`src/rtl/dec20_pkg.sv`:
```
// dec20_pkg: shared definitions for the 20-bit loadable down-counter.
//   DEC20_WIDTH : default counter/data width
//   state_t     : FSM encoding (IDLE/RUN/DONE); 2'd3 is illegal and
//                 recovers to IDLE in the counter FSM.
package dec20_pkg;

    localparam int DEC20_WIDTH = 20;

    typedef enum logic [1:0] {
        S_IDLE = 2'd0,
        S_RUN  = 2'd1,
        S_DONE = 2'd2
    } state_t;

endpackage

```
`src/rtl/twenty_bit_dec.sv`:
```
// twenty_bit_dec: combinational WIDTH-bit ripple decrementer (a - 1).
// Bit 0 is a half-subtractor against constant 1; each higher bit is a
// half-subtractor fed by the borrow of the bit below.
//   a    : operand
//   out  : a - 1 modulo 2^WIDTH
//   bout : borrow out of the top bit (1 iff a == 0)
module twenty_bit_dec
    import dec20_pkg::*;
#(
    parameter int WIDTH = DEC20_WIDTH
) (
    input  logic [WIDTH-1:0] a,
    output logic [WIDTH-1:0] out,
    output logic             bout
);

    logic br;

    // Borrow ripples upward; a bit passes the borrow on only while it is 0.
    always_comb begin
        br  = 1'b1;
        out = '0;
        for (int i = 0; i < WIDTH; i++) begin
            out[i] = a[i] ^ br;
            br     = br & ~a[i];
        end
        bout = br;
    end

endmodule

```
`src/rtl/dec20_down_counter.sv`:
```
// dec20_down_counter: registered loadable down-counter with a
// load/run/done handshake FSM.
//   clk, rst_n : clock, asynchronous active-low reset
//   load       : load load_val and start (highest priority, any state)
//   load_val   : start value; 0 goes straight to DONE
//   en         : decrement qualifier in RUN
//   ack        : releases DONE when HOLD_ON_DONE=1
//   count      : registered count
//   busy/done  : state == RUN / DONE (plus reload pulse in auto mode)
//   zero       : count == 0
//   borrow     : borrow-out of the decrement chain applied to count
// Optional build macro DEC20_AUTO_RELOAD_EN: the value captured on load is
// reloaded whenever RUN would reach 0; done pulses for that cycle while
// busy stays high. HOLD_ON_DONE is ignored in that build.
module dec20_down_counter
    import dec20_pkg::*;
#(
    parameter int WIDTH        = DEC20_WIDTH,
    parameter bit HOLD_ON_DONE = 1'b0
) (
    input  logic             clk,
    input  logic             rst_n,
    input  logic             load,
    input  logic [WIDTH-1:0] load_val,
    input  logic             en,
    input  logic             ack,
    output logic [WIDTH-1:0] count,
    output logic             busy,
    output logic             done,
    output logic             zero,
    output logic             borrow
);

`ifdef DEC20_AUTO_RELOAD_EN
    localparam bit AUTO_MODE = 1'b1;
`else
    localparam bit AUTO_MODE = 1'b0;
`endif
    localparam bit HOLD = HOLD_ON_DONE && !AUTO_MODE;

    state_t           state_q, state_d;
    logic [WIDTH-1:0] count_q, count_d;
    logic [WIDTH-1:0] dec_out;
    logic             dec_bout;

    twenty_bit_dec #(.WIDTH(WIDTH)) u_dec (
        .a    (count_q),
        .out  (dec_out),
        .bout (dec_bout)
    );

`ifdef DEC20_AUTO_RELOAD_EN
    logic [WIDTH-1:0] reload_q;
    logic             reload_hit;
    logic             pulse_q;

    always_ff @(posedge clk or negedge rst_n) begin
        if (!rst_n) begin
            reload_q <= '0;
            pulse_q  <= 1'b0;
        end else begin
            if (load) reload_q <= load_val;
            pulse_q <= reload_hit;
        end
    end
`endif

    always_ff @(posedge clk or negedge rst_n) begin
        if (!rst_n) begin
            state_q <= S_IDLE;
            count_q <= '0;
        end else begin
            state_q <= state_d;
            count_q <= count_d;
        end
    end

    always_comb begin
        state_d = state_q;
        count_d = count_q;
`ifdef DEC20_AUTO_RELOAD_EN
        reload_hit = 1'b0;
`endif
        if (load) begin
            count_d = load_val;
            state_d = (load_val == '0) ? S_DONE : S_RUN;
        end else begin
            case (state_q)
                S_IDLE: ;
                S_RUN: begin
                    if (en) begin
                        // dec_out == 0 means count is 1: this edge finishes.
                        if (dec_out == '0) begin
`ifdef DEC20_AUTO_RELOAD_EN
                            if (reload_q != '0) begin
                                count_d    = reload_q;
                                reload_hit = 1'b1;
                            end else begin
                                count_d = dec_out;
                                state_d = S_DONE;
                            end
`else
                            count_d = dec_out;
                            state_d = S_DONE;
`endif
                        end else begin
                            count_d = dec_out;
                        end
                    end
                end
                S_DONE: begin
                    if (!HOLD || ack) state_d = S_IDLE;
                end
                default: state_d = S_IDLE;
            endcase
        end
    end

    assign count  = count_q;
    assign busy   = (state_q == S_RUN);
    assign zero   = (count_q == '0);
    assign borrow = dec_bout;
`ifdef DEC20_AUTO_RELOAD_EN
    assign done   = (state_q == S_DONE) || pulse_q;
`else
    assign done   = (state_q == S_DONE);
`endif

endmodule

```
`config.mk`:
```
export PLATFORM = sky130hd
export DESIGN_NAME = dec20_down_counter
export DESIGN_NICKNAME = d
export VERILOG_FILES = /design/src/rtl/dec20_pkg.sv /design/src/rtl/twenty_bit_dec.sv /design/src/rtl/dec20_down_counter.sv
export SDC_FILE = /design/constraint.sdc
export NUM_CORES = 1
export LEC_CHECK = 0
export CAP_MARGIN = 20
export CELL_PAD_IN_SITES_DETAIL_PLACEMENT = 1
export CELL_PAD_IN_SITES_GLOBAL_PLACEMENT = 2
export CORE_MARGIN = 10
export CORE_UTILIZATION = 28
export DETAILED_ROUTE_END_ITERATION = 6
export GPL_ROUTABILITY_DRIVEN = 0
export GPL_TIMING_DRIVEN = 0
export MAX_ROUTING_LAYER = met4
export PLACE_DENSITY = 0.84
export SLEW_MARGIN = 20
export SYNTH_ARGS = -nofsm -noshare
export SYNTH_HDL_FRONTEND = slang
export SYNTH_HIERARCHICAL = 1
export SYNTH_SLANG_ARGS = --single-unit
```
`constraint.sdc`:
```
create_clock -name clk -period 10 [get_ports clk]
set_input_delay 2 -clock clk [delete_from_list [all_inputs] [get_ports clk]]
set_output_delay 2 -clock clk [all_outputs]
set_load 0.05 [all_outputs]
```
==> qor.yml, run 1 <==
timing:
  worst_pin_slew_ns: 0.5337
  fin_ws_ns: 3.060
  clock.fmax_mhz: 144.1
  final_hold_viol_count: 0
  maxSlewViolCount: 0
  timing.slew.headroom: 0.6442
  setup_viol_count_final: 0
  tns_ns: 0
  fin_crit_ns: 6.940
  fin_worst_skew_ns: 0.004088
  period_share: 0.6940
  grt_setup_unrepaired: "false"
status:
  status: "finished, final reports clean"
grt:
  grt_overflow_total: 0
  grtUsageTotal: 0.1159
  grt_pass1_wl_um: 7941
  grt_antenna_before_repair: 0
  grt_max_degree: 23
  grt_pass1_vias: 1519
die:
  fp-row-count: 26
  initial_utilization: 0.2946
  dieArea_um2: 8878
  die_w_um: 94.23
  ios: 49
  core_um2: 5238
  fp.dieH_um: 94.23
yosys:
  ys_warn_count: 6
  synth_nets: 222
  async_flop_share: 1.000
  ys_seq_elements: 22
  synth_area_um2: 1543
  synth-edff-count: 0
  synth_ff_type: "dfrtp_1"
  syn_inst: 178
  synth.distinct_cells: 20
  synth-seq-area-share: 0.3569
  syn_avg_cell_area_um2: 8.667
cells_and_area:
  diodes: 0
  layout_common_cells: "clkdlybuf4s50_1 (45), inv_1 (40), nand2_1 (23), dfrtp_1 (22), mux2i_1 (20)"
  layout_commonest_cell: "clkdlybuf4s50_1"
  design_area_um2: 2141
  final_nets: 273
  area_growth_syn_to_layout_pct: 38.77
  drive_gt1_frac: 0.04825
  seq_area_um2: 550.5
  nFillCells: 620
  multi_input_area_um2: 810.8
power_and_ir_drop:
  p_per_area_nw_per_um2: 169.2
  leakagePower_nw: 1.064
  p_total_mw: 0.3622
  max-vdd-ir-drop_uv: 76.87
clock_tree:
  cts_resized: 0
  cts_tree: "yes"
  cts_buffer_depth: 2
  path_clk_slew_ns: 0.09
  cts_buffers: 3
  cts_hold_buf: 0
  root_buffer: "clkbuf_8"
  worstSkewPairLatency_ns: 0.26
  cts_sinks: 22
  htreeDepth: 1
  cts_setup_buffers: 0
route:
  routed-via-count: 1386
  detail-route-antenna-nets: 0
  viasPerCell: 4.651
  firstDrtPassIters: 4
  drt_wl_total_um: 4844
  wire_per_inst_um: 16.26
  drt_iter0_markers: 34
  drc_errors: 0
job:
  cap_violations: 0
critical_path:
  slowest_delay_ns: 0.70
  crit_buf_inv: 2
  crit_slowest_cell: "clkdlybuf4s50_1"
  crit_cells: 21
  reg2regPathDepth: 25
  end_kind: "primary output"
  worstPathCellList: "inv_1, ha_1, ha_1, ha_1, ha_1, ha_1, ha_1, ha_1, ha_1, ha_1, ha_1, ha_1, ha_1, ha_1, ha_1, ha_1, ha_1, ha_1, ha_1, ha_1, clkdlybuf4s50_1"
  endpoint: "borrow"
  critPathLaunch: "count[0]$_DFFE_PN0P_"
  rrSetupSlack_ns: 4.83
  cp.required_ns: 8.00
  worstSetupPathType: "reg -> out"
  crit_family: "adder cells"
  r2r-start: "count[0]$_DFFE_PN0P_"
  timing.rr.end: "state_q[1]$_DFFE_PN0P_"
  cp.arrival_ns: 4.94
  crit_fanout: 4
  cpMostUsedCell: "ha_1"
  start_kind: "flip-flop"
placed_design:
  dpl_cell_area_um2: 2091
  dp.final_hpwl_um: 3954
  pre_cts_ws_ns: 3.322
  io_buffers: 46
hold_path:
  hold_class: "reg -> reg"
## cell type report
class,instances,share of cell area
plain buffers,7,0.01461
multi-input cells,109,0.3787
repair buffers,46,0.2127
well taps,70,0.04091
clock buffers,4,0.02572
flip-flops and latches,22,0.2572
inverters,40,0.07013
## worst min path at each step
stage                                      start                endpoint  slack [ns]  depth (start not counted)
final                       count[1]$_DFFE_PN0P_    count[1]$_DFFE_PN0P_        0.54                          2
after global placement      count[9]$_DFFE_PN0P_    count[9]$_DFFE_PN0P_        0.52                          2
after floorplan           state_q[1]$_DFFE_PN0P_  state_q[0]$_DFFE_PN0P_        0.75                          3
after detailed placement    count[1]$_DFFE_PN0P_    count[1]$_DFFE_PN0P_        0.53                          2
after CTS                   count[1]$_DFFE_PN0P_    count[1]$_DFFE_PN0P_        0.55                          2
after global routing       count[19]$_DFFE_PN0P_   count[19]$_DFFE_PN0P_        0.59                          2
## sequential cells by signal (all words and copies together), names as in the netlist
name	flops
count	20
state_q	2
## per-layer routing
| layer | track usage | up-vias | part of all wire | routed length (µm) |
|---|---|---|---|---|
| met5 | - | - | 0 | 0 |
| met4 | 0.02278 | 0 | 0.0054 | 26 |
| met3 | 0.02078 | 2 | 0.046 | 221 |
| met2 | 0.1888 | 33 | 0.47 | 2291 |
| met1 | 0.1459 | 652 | 0.48 | 2304 |
| li1 | - | 699 | - | - |
## tightest hold or removal path: cells and delay by family (launching register included)
| kind | cells | cell delay (ns) |
|---|---|---|
| AO/OA/AOI/OAI | 1 | 0.06 |
| AND/OR/NAND/NOR | 1 | 0.06 |
| flip-flops | 1 | 0.39 |
## synthesized netlist by cell type, drive strengths merged, types with 2 or more instances
cell     n  area share
buf      4       0.013
clkbuf   3      0.0073
dfrtp   22        0.36
ha      19        0.15
inv     40       0.097
mux2i   20        0.13
nand2   23       0.056
nand3    2      0.0065
nor2b    2      0.0081
nor4    13       0.062
nor4b    2       0.011
o21ai   22       0.071
## metrics by stage
stage / hold WS [ns] / cells / util
finish: 0.5440 / 298 / 0.4087
global route: 0.5924 / 298 / 0.4087
CTS: 0.5523 / 298 / 0.4097
detailed placement: 0.5317 / 294 / 0.3992
global placement: 0.5233 / 294 / 0.3992
floorplan: 0.7485 / 178 / -
## power by group
group / internal, mW / total (mW) / switching [mW]
sequential: 0.105 / 0.123 / 0.0185
clock: 0.0351 / 0.0669 / 0.0318
combinational: 0.0608 / 0.172 / 0.111
total: 0.200 / 0.362 / 0.162
## kinds of logic after synthesis
family,count (synthesis),synth area share
buf+inv,47,0.1176
simple gates,46,0.1614
compound gates,24,0.08029
flops,22,0.3569
mux,20,0.1298
fa+ha+maj,19,0.1541
(Power assumes the default switching activity.)
==> inputs of run 2 (changes only) <==
--- a/config.mk
+++ b/config.mk
@@ -9,12 +9,12 @@
 export CELL_PAD_IN_SITES_DETAIL_PLACEMENT = 1
 export CELL_PAD_IN_SITES_GLOBAL_PLACEMENT = 2
 export CORE_MARGIN = 10
-export CORE_UTILIZATION = 28
+export CORE_UTILIZATION = 26
 export DETAILED_ROUTE_END_ITERATION = 6
 export GPL_ROUTABILITY_DRIVEN = 0
 export GPL_TIMING_DRIVEN = 0
 export MAX_ROUTING_LAYER = met4
-export PLACE_DENSITY = 0.84
+export PLACE_DENSITY = 0.79
 export SLEW_MARGIN = 20
 export SYNTH_ARGS = -nofsm -noshare
 export SYNTH_HDL_FRONTEND = slang
==> constraint.sdc (replaced) <==
create_clock -name clk -period 6.96 [get_ports clk]
set_input_delay 1.392 -clock clk [delete_from_list [all_inputs] [get_ports clk]]
set_output_delay 1.392 -clock clk [all_outputs]
set_load 0.05 [all_outputs]
==> run 2 against run 1 <==
First-iteration DRC count down 68%; via count about the same; utilization shrank 3.1 points; clock power grew 22%; non-clock buffer count is the same; critical endpoint unchanged; highest routed layer unchanged.
==> qor.yml, run 2 (synthesis gave the netlist of run 1 again) <==
cells_and_area:
  nFillCells: 668
  diodes: 0
  final_nets: 273
  finalNonFillerCells: 299
  drive_gt1_frac: 0.04405
  area_growth_syn_to_layout_pct: 38.04
  multi_input_area_um2: 810.8
  design_area_um2: 2130
  seq_area_um2: 550.5
  largest_register_ffs: 20
  layout_common_cells: "clkdlybuf4s50_1 (45), inv_1 (40), nand2_1 (23), dfrtp_1 (22), mux2i_1 (20)"
  layout_commonest_cell: "clkdlybuf4s50_1"
hold_path:
  holdPathEnd: "count[14]$_DFFE_PN0P_"
  whs_path_depth: 2
  min_from: "count[14]$_DFFE_PN0P_"
  hold_class: "reg -> reg"
clock_tree:
  cts_resized: 0
  cts_tree: "yes"
  cts_sinks: 22
  cts_hold_buf: 0
  htreeDepth: 1
  cts_buffers: 3
  worstSkewPairLatency_ns: 0.26
  cts_buffer_depth: 2
  root_buffer: "clkbuf_8"
  path_clk_slew_ns: 0.08
  cts_setup_buffers: 0
critical_path:
  cp.required_ns: 5.57
  start_kind: "flip-flop"
  reg2regPathDepth: 25
  cp.arrival_ns: 4.98
  timing.rr.end: "state_q[1]$_DFFE_PN0P_"
  cpMostUsedCell: "ha_1"
  crit_family: "adder cells"
  crit_fanout: 4
  r2r-start: "count[0]$_DFFE_PN0P_"
  slowest_delay_ns: 0.70
  crit_slowest_cell: "clkdlybuf4s50_1"
  rrSetupSlack_ns: 1.82
  crit_buf_inv: 2
  worstSetupPathType: "reg -> out"
  worstPathCellList: "inv_1, ha_1, ha_1, ha_1, ha_1, ha_1, ha_1, ha_1, ha_1, ha_1, ha_1, ha_1, ha_1, ha_1, ha_1, ha_1, ha_1, ha_1, ha_1, ha_1, clkdlybuf4s50_1"
  end_kind: "primary output"
die:
  dieArea_um2: 9415
  fp-row-count: 27
  initial_utilization: 0.2735
  fp.dieH_um: 97.03
  ios: 49
  die_w_um: 97.03
  core_um2: 5642
power_and_ir_drop:
  leakagePower_nw: 1.057
  p_per_area_nw_per_um2: 237.3
  max-vdd-ir-drop_uv: 117.7
job:
  cap_violations: 0
route:
  viasPerCell: 4.632
  detail-route-antenna-nets: 0
  firstDrtPassIters: 4
  drc_errors: 0
  routed-via-count: 1385
  wire_per_inst_um: 16.86
  drt_iter0_markers: 11
  drt_wl_total_um: 5042
timing:
  grt_setup_unrepaired: "false"
  fin_worst_skew_ns: 0.002906
  timing.slew.headroom: 0.6457
  tns_ns: 0
  fin_crit_ns: 6.376
  period_share: 0.9161
  maxSlewViolCount: 0
  worst_pin_slew_ns: 0.5314
  clock.fmax_mhz: 156.8
  final_hold_viol_count: 0
  setup_viol_count_final: 0
grt:
  grtUsageTotal: 0.1113
  grt_pass1_wl_um: 8286
  grt_pass1_vias: 1577
  grt_overflow_total: 0
  grt_max_degree: 23
  grt_antenna_before_repair: 0
placed_design:
  dpl_cell_area_um2: 2093
  dp.final_hpwl_um: 4142
  io_buffers: 46
  dpl.cell_count: 296
status:
  status: "finished, final reports clean"
## run 2: changes by cell type in the layout (fill, tap and decap cells not counted)
cell,before,now
clkbuf_8,4,3
## run 2: how the worst max path moves through the flow
stage,start,endpoint,depth (start not counted)
2_1_floorplan,count[0]$_DFFE_PN0P_,borrow,20
3_3_place_gp,count[0]$_DFFE_PN0P_,borrow,21
3_5_place_dp,count[0]$_DFFE_PN0P_,borrow,21
4_1_cts,count[0]$_DFFE_PN0P_,borrow,21
5_1_grt,count[0]$_DFFE_PN0P_,borrow,21
6_report,count[0]$_DFFE_PN0P_,borrow,21
## run 2: cell type report
type	count	area share
sequential	22	0.2585
tap	72	0.04230
multi-input combinational	109	0.3807
timing repair buffer	46	0.2139
clock buffer	3	0.01939
buffer	7	0.01469
inverter	40	0.07051
## run 2: per-stage QoR
| step | worst slack, ns | power (mW) | hold WS (ns) | utilization |
|---|---|---|---|---|
| 6_report | 0.5842 | 0.5054 | 0.5552 | 0.3775 |
| 5_1_grt | 0.3775 | 0.5434 | 0.5878 | 0.3775 |
| 4_1_cts | 0.5338 | 0.5167 | 0.5566 | 0.3784 |
| 3_5_place_dp | 0.8438 | 0.4315 | 0.5363 | 0.3710 |
| 3_3_place_gp | 0.9305 | 0.4257 | 0.5295 | 0.3710 |
| 2_1_floorplan | 1.313 | 0.3322 | 0.7485 | - |
## run 2: tightest hold or removal path, cell delays in order (launching register included)
cell,delay [ns]
dfrtp_1,0.40
nand2_1,0.06
o21ai_0,0.06
## run 2: layer usage
layer / vias to the layer above / global-route usage / share of wire
met5: - / - / 0
met4: 0 / 0.01691 / 0.0046
met3: 2 / 0.02697 / 0.036
met2: 35 / 0.1830 / 0.48
met1: 657 / 0.1369 / 0.48
li1: 691 / - / -
## run 2: power breakdown
part | internal, mW | switching [mW] | leakage, nW | total [mW]
Combinational | 0.0877 | 0.160 | 0.766 | 0.247
Sequential | 0.150 | 0.0265 | 0.269 | 0.177
Clock | 0.0387 | 0.0426 | 0.0216 | 0.0813
